--- src/rtl/ofdm_remove_cp_cfg.sv ---
// Runtime-configurable cyclic-prefix remover between frame sync and FFT.
// Ports: i_clk/i_reset, sample in (i_valid, in_data_i/q, i_frame_sync),
//   config (i_fft_log2, i_cp_len_first, i_cp_len_norm, i_cp_offset),
//   registered sample out (out_valid, out_data_i/q, o_sop, o_eop, o_sym_idx),
//   status (o_cp_removed comb, o_abort pulse, o_cfg_err sticky).
module ofdm_remove_cp_cfg #(
  parameter int DATA_SIZE     = 16,
  parameter int MAX_FFT_LOG2  = 12,
  parameter int CP_WIDTH      = 10,
  parameter int SYMS_PER_SLOT = 7
) (
  input  logic                 i_clk,
  input  logic                 i_reset,
  input  logic                 i_valid,
  input  logic [DATA_SIZE-1:0] in_data_i,
  input  logic [DATA_SIZE-1:0] in_data_q,
  input  logic                 i_frame_sync,
  input  logic [3:0]           i_fft_log2,
  input  logic [CP_WIDTH-1:0]  i_cp_len_first,
  input  logic [CP_WIDTH-1:0]  i_cp_len_norm,
  input  logic [CP_WIDTH-1:0]  i_cp_offset,
  output logic                 out_valid,
  output logic [DATA_SIZE-1:0] out_data_i,
  output logic [DATA_SIZE-1:0] out_data_q,
  output logic                 o_sop,
  output logic                 o_eop,
  output logic [7:0]           o_sym_idx,
  output logic                 o_cp_removed,
  output logic                 o_abort,
  output logic                 o_cfg_err
);

  localparam int SW = MAX_FFT_LOG2 + 1;
  localparam logic [3:0] LOG2_MIN = 4'd3;
  localparam logic [3:0] LOG2_MAX = 4'(MAX_FFT_LOG2);
  localparam logic [7:0] SYM_LAST = 8'(SYMS_PER_SLOT - 1);

  typedef enum logic [1:0] {
    IDLE,
    CP,
    DATA,
    ERR
  } state_t;

  function automatic logic [SW-1:0] fft_len(
    input logic [3:0] lg
  );
    return SW'(1) << lg;
  endfunction

  function automatic logic [SW-1:0] win_start(
    input logic [CP_WIDTH-1:0] cp,
    input logic [CP_WIDTH-1:0] off
  );
    return SW'(cp) - SW'(off);
  endfunction

  function automatic logic in_win(
    input logic [SW-1:0] pos,
    input logic [SW-1:0] st,
    input logic [SW-1:0] n
  );
    return (pos >= st) && (pos < st + n);
  endfunction

  state_t state, state_nxt;

  logic [SW-1:0]       s, s_nxt;
  logic [7:0]          sym, sym_nxt;
  logic [3:0]          log2_q;
  logic [CP_WIDTH-1:0] cpf_q;
  logic [CP_WIDTH-1:0] cpn_q;
  logic [CP_WIDTH-1:0] off_q;

  logic                sync;
  logic                legal;
  logic                run;
  logic [SW-1:0]       n_q;
  logic [SW-1:0]       n_in;
  logic [CP_WIDTH-1:0] cp_q;
  logic [SW-1:0]       st_q;
  logic [SW-1:0]       last_q;
  logic                wrap;
  logic [7:0]          sym_inc;
  logic [SW-1:0]       s_adv;
  logic [7:0]          sym_adv;
  logic [CP_WIDTH-1:0] cp_adv;
  logic [SW-1:0]       st_adv;
  logic [SW-1:0]       st_in;

  logic                fwd;
  logic                sop_c;
  logic                eop_c;
  logic [7:0]          sym_c;

  assign sync = i_valid & i_frame_sync;

  assign legal = (i_fft_log2 >= LOG2_MIN)
              && (i_fft_log2 <= LOG2_MAX)
              && (i_cp_offset <= i_cp_len_first)
              && (i_cp_offset <= i_cp_len_norm);

  assign run = (state == CP) || (state == DATA);

  assign n_q    = fft_len(log2_q);
  assign n_in   = fft_len(i_fft_log2);
  assign cp_q   = (sym == 8'd0) ? cpf_q : cpn_q;
  assign st_q   = win_start(cp_q, off_q);
  assign last_q = SW'(cp_q) + n_q - SW'(1);

  // Position of the sample after the current one, with symbol/slot wrap.
  assign wrap    = (s == last_q);
  assign sym_inc = (sym == SYM_LAST) ? 8'd0 : sym + 8'd1;
  assign s_adv   = wrap ? '0 : s + SW'(1);
  assign sym_adv = wrap ? sym_inc : sym;
  assign cp_adv  = (sym_adv == 8'd0) ? cpf_q : cpn_q;
  assign st_adv  = win_start(cp_adv, off_q);
  assign st_in   = win_start(i_cp_len_first, i_cp_offset);

  always_comb begin
    state_nxt = state;
    s_nxt     = s;
    sym_nxt   = sym;
    if (sync) begin
      // The sync sample is s=0 of symbol 0; N >= 8 so no wrap here.
      sym_nxt = 8'd0;
      if (legal) begin
        s_nxt     = SW'(1);
        state_nxt = in_win(SW'(1), st_in, n_in) ? DATA : CP;
      end else begin
        s_nxt     = '0;
        state_nxt = ERR;
      end
    end else if (i_valid && run) begin
      s_nxt     = s_adv;
      sym_nxt   = sym_adv;
      state_nxt = in_win(s_adv, st_adv, n_q) ? DATA : CP;
    end
  end

  // A sync sample is forwarded only when its symbol has no prefix left.
  assign fwd   = sync ? (legal && (i_cp_len_first == i_cp_offset))
                      : (i_valid && (state == DATA));
  assign sop_c = sync | (s == st_q);
  assign eop_c = !sync && (s == st_q + n_q - SW'(1));
  assign sym_c = sync ? 8'd0 : sym;

  assign o_cp_removed = fwd;

  always_ff @(posedge i_clk) begin
    if (i_reset) begin
      state      <= IDLE;
      s          <= '0;
      sym        <= '0;
      log2_q     <= '0;
      cpf_q      <= '0;
      cpn_q      <= '0;
      off_q      <= '0;
      o_cfg_err  <= 1'b0;
      out_valid  <= 1'b0;
      out_data_i <= '0;
      out_data_q <= '0;
      o_sop      <= 1'b0;
      o_eop      <= 1'b0;
      o_sym_idx  <= '0;
      o_abort    <= 1'b0;
    end else begin
      state <= state_nxt;
      s     <= s_nxt;
      sym   <= sym_nxt;
      if (sync) begin
        log2_q    <= i_fft_log2;
        cpf_q     <= i_cp_len_first;
        cpn_q     <= i_cp_len_norm;
        off_q     <= i_cp_offset;
        o_cfg_err <= !legal;
      end
      out_valid  <= fwd;
      out_data_i <= fwd ? in_data_i : '0;
      out_data_q <= fwd ? in_data_q : '0;
      o_sop      <= fwd & sop_c;
      o_eop      <= fwd & eop_c;
      o_sym_idx  <= fwd ? sym_c : 8'd0;
      // In DATA the pending position is inside the window: EOP not yet sent.
      o_abort    <= sync && (state == DATA);
    end
  end

endmodule

--- config.mk ---
export PLATFORM = sky130hd
export DESIGN_NAME = ofdm_remove_cp_cfg
export DESIGN_NICKNAME = d
export VERILOG_FILES = /design/src/rtl/ofdm_remove_cp_cfg.sv
export SDC_FILE = /design/constraint.sdc
export NUM_CORES = 1
export LEC_CHECK = 0
export ABC_CLOCK_PERIOD_IN_PS = 11350
export CAP_MARGIN = 20
export CORE_UTILIZATION = 57
export DETAILED_ROUTE_END_ITERATION = 8
export GPL_TIMING_DRIVEN = 0
export PLACE_DENSITY = 0.81
export SYNTH_ARGS = -nofsm -noshare
export SYNTH_HDL_FRONTEND = slang
export SYNTH_SLANG_ARGS = --single-unit
export TNS_END_PERCENT = 1
--- constraint.sdc ---
create_clock -name i_clk -period 11.35 [get_ports i_clk]
set_input_delay 1.7025 -clock i_clk [delete_from_list [all_inputs] [get_ports i_clk]]
set_output_delay 1.7025 -clock i_clk [all_outputs]
set_load 0.05 [all_outputs]
# After elaboration in Yosys (flattened, before gate mapping)
# Index checks and enable logic that the tools add are counted.
[op_classes]
eq_ne = 7
n_mux = 14
n_div = 0
n_lt_le_gt_ge = 8
n_reduce_logical = 19
bitwise = 5
n_shift = 2
mul = 0
add_sub_neg = 11
[ops]
columns = ["op", "count"]
rows = [
  ["$add A13 B13 Y13", 3],
  ["$eq A13 B13 Y1", 3],
  ["$mux W13", 3],
  ["$sub A10 B10 Y11", 3],
  ["$shl A1 B4 Y13 const A", 2],
  ["$sub A13 B1 Y13 const B", 2],
  ["$le A10 B10 Y1", 2],
  ["$mux W10", 2],
  ["$logic_not A8 Y1", 2],
  ["$mux W8", 2],
  ["$add A10 B13 Y13", 1],
  ["$add A13 B1 Y13 const B", 1],
  ["$ge A1 B13 Y1 const A", 1],
  ["$ge A13 B13 Y1", 1],
  ["$lt A1 B13 Y1 const A", 1],
  ["$lt A13 B13 Y1", 1],
  ["$eq A10 B10 Y1", 1],
  ["$logic_and A1 B1 Y1", 10],
  ["$mux W2", 5],
  ["$add A8 B1 Y8 const B", 1],
  ["$eq A8 B3 Y1 const B", 1],
  ["$ge A4 B2 Y1 const B", 1],
  ["$le A4 B4 Y1 const B", 1],
  ["$reduce_or A2 Y1", 2],
  ["other kinds (10)", 14],
]
[totals]
ram_bits = 0
mem_count = 0
ff_bits = 102
romBits = 0
wordCells = 81
latchBits = 0
input_bits = 70
out_inout_bits = 46

# Longest topological paths before layout
# Gate-level depths: netlist of the first run.
[logic_depth]
word_depth = 15
ltp_mapped = 45
ltp_nobuf = 43

# Worst setup path before layout of the first run
# OpenSTA, ideal clock, no wires.
[synth_timing]
kind = "register to register"
start = "register sym[3]"
end = "register state[0]"
t_arrival_ps = 9243
path_stages_with_launch = 44
synth_period_minus_slack_ps = 9359
slack_ps = 1991
n_path_buf = 2
required_ps = 11235
setup_ps = 115
path_cell_list = "dfxtp_1 -> clkbuf_1 -> nor2_1 -> nand2_1 -> nor4b_1 -> clkbuf_1 -> mux2_2 -> inv_1 -> ha_1 -> inv_1 -> ha_1 -> inv_1 -> fa_1 -> nand2b_1 -> a21oi_1 -> o221ai_1 -> xnor2_2 -> o2111ai_2 -> [8 not listed] -> o21ai_0 -> a21boi_0 -> o21ai_0 -> a21boi_0 -> mux2i_1 -> or2_2 -> ha_1 -> nand4_1 -> o211ai_1 -> xnor2_1 -> ha_1 -> a21o_1 -> a21o_1 -> a2111oi_0 -> o221ai_1 -> a21oi_1 -> o31ai_1 -> and3_1"
[synth_between]
elab_chain_cells = 15
elab_cells_between_ends = 20
classes_between = "add/sub: 5; order compare: 2; eq/ne: 2; mux: 8; reduce/logical: 3"
[synth_rtl]
columns = ["element", "line", "source"]
rows = [
  ["from (decl)", "69", "logic [7:0] sym, sym_nxt;"],
  ["from (signal assigned)", "170", "sym <= sym_nxt;"],
  ["$logic_not A8 Y1", "107", "assign cp_q = (sym == 8'd0) ? cpf_q : cpn_q;"],
  ["$mux W10", "107", ""],
  ["$add A10 B13 Y13", "109", "assign last_q = SW'(cp_q) + n_q - SW'(1);"],
  ["$sub A13 B1 Y13", "109", ""],
  ["$eq A13 B13 Y1", "112", "assign wrap = (s == last_q);"],
  ["$mux W8", "115", "assign sym_adv = wrap ? sym_inc : sym;"],
  ["$logic_not A8 Y1", "116", "assign cp_adv = (sym_adv == 8'd0) ? cpf_q : cpn_q;"],
  ["$mux W10", "116", ""],
  ["$sub A10 B10 Y11", "55", "return SW'(cp) - SW'(off);"],
  ["$add A13 B13 Y13", "63", "return (pos >= st) && (pos < st + n);"],
  ["$lt A13 B13 Y1", "63", ""],
  ["$logic_and A1 B1 Y1 *", "63", ""],
  ["$mux W2 *", "137", "state_nxt = in_win(s_adv, st_adv, n_q) ? DATA : CP;"],
  ["$mux W2 *", "134", "end else if (i_valid && run) begin"],
  ["$mux W2 *", "124", "if (sync) begin"],
  ["to (signal assigned)", "168", "state <= state_nxt;"],
  ["to (decl)", "66", "state_t state, state_nxt;"],
]
# Every way passes the cells marked *; elsewhere a longest branch is shown, timed or not. The select of a mux whose other input is x is not followed.
# A chain may end at the register's enable or synchronous reset.

# Worst setup path after layout of the first run
# Ends and elaborated chain as after synthesis.

==> Implementation_results.wiki, run 1 <==
{| class="wikitable"
! Metric !! Value
|-
| Outcome || completed
|-
| Routability cong. || 0.927
|-
| Diode insertion count for antenna repair || 0
|-
| Post-DP HPWL || 21400 um
|-
| Distinct cells, synth || 74
|-
| Initial antenna violation count || 0
|-
| Slew Viols, Final || 0
|-
| Clock sink total || 102
|-
| Global-route usage over all layers || 0.301
|-
| Delay of the slowest cell on the worst path || 0.55 ns
|-
| Maximum capacitance violations || 0
|-
| Highest net fanout along the worst path || 10
|-
| Core Rows || 47
|-
| Max clock buf depth || 2
|-
| Most used cell along the critical path || ha_1
|-
| Port buffer count || 111
|-
| Fraction of synthesized cell area taken by the top area cell type || 0.211
|-
| VDD IR max || 0.0970 mV
|-
| Number of primary I/O pins || 116
|-
| Total of endpoints with negative setup slack in the final report || 0
|-
| Die Y || 132 um
|-
| Combined buffer and inverter count along the critical path || 6
|-
| Fraction of met3 tracks used by global routing || 0.0442
|-
| Cells taking the most area after synthesis || dfxtp_1 21%, ha_1 17%, xnor2_1 6.2%, nand2_1 5.4%, a21oi_1 5.3%
|-
| Share of power burned in the clock network || 0.252
|-
| Net switching power of the design || 0.510 mW
|-
| Total iterations of the first detailed-routing run || 5
|-
| Nature of the critical path endpoint || flop
|-
| Internal power || 0.794 mW
|-
| Net switching fraction of the power || 0.391
|-
| Fraction of the cycle the final worst path needs || 0.951
|-
| Slowest cell on the critical path || or4b_4
|-
| Worst hold slack || 0.462 ns
|-
| Static leakage power || 5.08 nW
|-
| Met2 Resource Use GR || 0.512
|-
| Global-route wire length before repair || 42200 um
|-
| Post-Synthesis Cells || 1245
|-
| Clock Skews || 0.0135 ns
|-
| Setup repair after global routing missed its margin || false
|-
| Iteration-0 DRC Markers || 570
|-
| Net count of the finished layout || 1580
|-
| Clock latency on the worst-skew pair || 0.37 ns
|-
| Remaining global-route overflow || 0
|-
| Cell taking the most area after synthesis || dfxtp_1
|-
| Number of enable-type register cells in the synthesized netlist || 0
|-
| Reg power frac || 0.284
|-
| Kind of cell adding the most delay to the critical path || compound AO/OA/AOI/OAI gates
|-
| Power per standard cell area || 114 nW/um2
|-
| Data arrival at the endpoint of the critical path || 11.06 ns
|-
| Number of hold-slack violations in the final timing report || 0
|-
| Sum of negative setup slack || 0 ns
|-
| Total via count after detailed routing || 9064
|-
| Clock tree from TritonCTS || yes
|-
| Starting density of the core || 0.584
|-
| Setup Crit Path Kind || reg -> reg
|-
| Layout cell share with drive strength beyond 1 || 0.0465
|-
| Critical Path RT || 11.62 ns
|-
| Global-route track usage on met1 || 0.378
|-
| TritonCTS buffer count || 9
|-
| Pin slew with the least headroom to its limit || 0.881 ns
|-
| Achievable clock frequency || 92.7 MHz
|-
| Layer with the highest usage || met2
|-
| Share of async-settable or async-resettable flops after synthesis || 0
|-
| Utilization of the core after routing || 0.689
|-
| Prevailing post-synth register cell || dfxtp_1
|-
| Kind of launch point of the worst setup path || flop
|-
| Core outline area || 16600 um2
|-
| Final wirelength || 26300 um
|-
| Total DRC errors in the routed layout || 0
|-
| Area of the mapped netlist || 9680 um2
|-
| Layout Area Growth over Synthesis || 18.1%
|-
| Number of warnings issued by yosys || 0
|-
| Combinational cell fraction of total power || 0.464
|-
| Clk slew on worst S/H paths || 0.08 ns
|-
| Max_slew headroom || 0.408
|-
| Type of the tightest min-delay check || reg -> reg
|-
| Via count of the first global-routing pass || 8729
|-
| Routed length per instance || 16.5 um
|-
| Post-Syn Nets || 1455
|-
| Number of nets with antenna violations after routing || 0
|-
| H-tree level count || 3
|-
| Average via count per standard cell || 5.68
|-
| Area of the die || 17500 um2
|-
| Min Tclk post-route || 10.79 ns
|-
| Die X-Extent || 132 um
|-
| Flip-flop and latch count after synthesis || 102
|-
| Syn_area_per_cell || 7.78 um2
|-
| Buffer cell driving the clock tree root || clkbuf_16
|-
| Maximum number of pins on one net before global-route repair || 23
|-
| Seq/Total Area, Yosys || 0.211
|}
[through the flow]
stage	cells	power (mW)	cell area [um2]	setup WS, ns
5_1_grt	1595	1.39	11400	0.0348
2_1_floorplan	1245	0.834	9680	1.99
3_3_place_gp	1576	0.951	11100	0.183
3_5_place_dp	1576	0.967	11100	0.0171
4_1_cts	1595	1.30	11400	0.316
6_report	1595	1.30	11400	0.561
[Yosys cell counts, types with 9 or more instances]
master    count
a211oi_1      9
a21o_1       28
a21oi_1     103
a31oi_1       9
and2_1       42
clkbuf_1     40
dfxtp_1     102
ha_1        133
inv_1       128
mux2_4        9
mux2i_1       9
nand2_1     140
nand2b_1     16
nand3_1      21
nand4_1      20
nor2_1       79
nor2b_1      15
nor3_1       22
o211ai_1     12
o21ai_0      41
or3_1        17
xnor2_1      69
xor2_1       39
[power by group through the flow]
stage / Clock, mW / Sequential (mW) / Combinational [mW]
3_3_place_gp: 0 / 0.379 / 0.573
5_1_grt: 0.344 / 0.372 / 0.673
2_1_floorplan: 0 / 0.381 / 0.452
3_5_place_dp: 0 / 0.379 / 0.588
6_report: 0.328 / 0.371 / 0.605
4_1_cts: 0.330 / 0.370 / 0.594
[worst paths after layout]
check,end,start,slack [ns],cells after the start
min,off_q[5],off_q[5],0.46,2
max,state[0],sym[3],0.56,44
min reg2reg,off_q[5],off_q[5],0.46,2
max reg2reg,state[0],sym[3],0.56,44
[layout by cell type (no fill, tap or decap), types with 8 or more instances in the layout]
cell	instances
a21o_1	28
or2_2	8
ha_1	133
o211ai_1	12
nor3_1	22
dfxtp_1	102
nand2b_1	16
o21ai_0	41
nor2b_1	15
inv_1	128
nand2_1	140
a211oi_1	9
and3_1	8
nor2_1	79
clkbuf_16	9
nand4_1	20
nand3_1	21
or3_1	17
clkbuf_1	39
and2_1	42
xor2_1	39
a31oi_1	9
mux2i_1	9
a311oi_1	8
a21oi_1	103
xnor2_1	69
nor4_1	8
mux2_4	9
clkdlybuf4s50_1	111
o21a_1	8
[layout make-up]
| cell class | count | area, um2 |
|---|---|---|
| sequential | 102 | 2040 |
| inverter | 128 | 480 |
| clock buffer | 9 | 225 |
| buffer | 50 | 230 |
| fill | 1387 | 5150 |
| clock inverter | 7 | 93.8 |
| timing repair buffer | 114 | 1150 |
| multi-input combinational | 965 | 6940 |
| tap | 220 | 275 |
[timing repair]
action,in CTS,in global routing
gates resized for setup,0,5
pin swaps,0,0
setup endpoints to repair,2,2
hold endpoints to repair,0,0
hold buffers,0,0
setup buffers,3,0
[worst min-delay path: stages, from the launching register on]
cell and delay (ns):
dfxtp_1 0.32, nand2_1 0.05, a21oi_1 0.05
[layer usage]
layer / up-vias / part of all wire
met5: - / 0
met4: 0 / 0.033
met3: 60 / 0.043
met2: 242 / 0.48
met1: 4220 / 0.44
li1: 4542 / -
[cells by family after synthesis]
logic type,after synthesis,synth area share
fa+ha+maj,142,0.188
buf+inv,178,0.0733
simple gates,420,0.215
compound gates,268,0.179
mux,25,0.0314
xor+xnor,110,0.102
flops,102,0.211
[flip-flops by register name, summed over array words and instances (netlist names)]
signal      count
o_cfg_err       1
out_data_q     16
o_eop           1
off_q          10
state           2
log2_q          4
out_data_i     16
out_valid       1
cpf_q          10
cpn_q          10
s              13
o_sop           1
o_sym_idx       8
sym             8
o_abort         1
(Power assumes the default switching activity.)
==> run 2: changes to the inputs <==
--- a/config.mk
+++ b/config.mk
@@ -14,4 +14,4 @@
 export SYNTH_ARGS = -nofsm -noshare
 export SYNTH_HDL_FRONTEND = slang
 export SYNTH_SLANG_ARGS = --single-unit
-export TNS_END_PERCENT = 1
+export TNS_END_PERCENT = 5
==> results of run 2 <==
Same layout as run 1: the final DEF is identical, and so are final timing and power.
==> run 3: changes to the inputs <==
--- a/config.mk
+++ b/config.mk
@@ -8,6 +8,7 @@
 export ABC_CLOCK_PERIOD_IN_PS = 11350
 export CAP_MARGIN = 20
 export CORE_UTILIZATION = 57
+export CTS_CLUSTER_SIZE = 14
 export DETAILED_ROUTE_END_ITERATION = 8
 export GPL_TIMING_DRIVEN = 0
 export PLACE_DENSITY = 0.81
==> results of run 3 <==
Same layout as run 1: the final DEF is identical, and so are final timing and power.
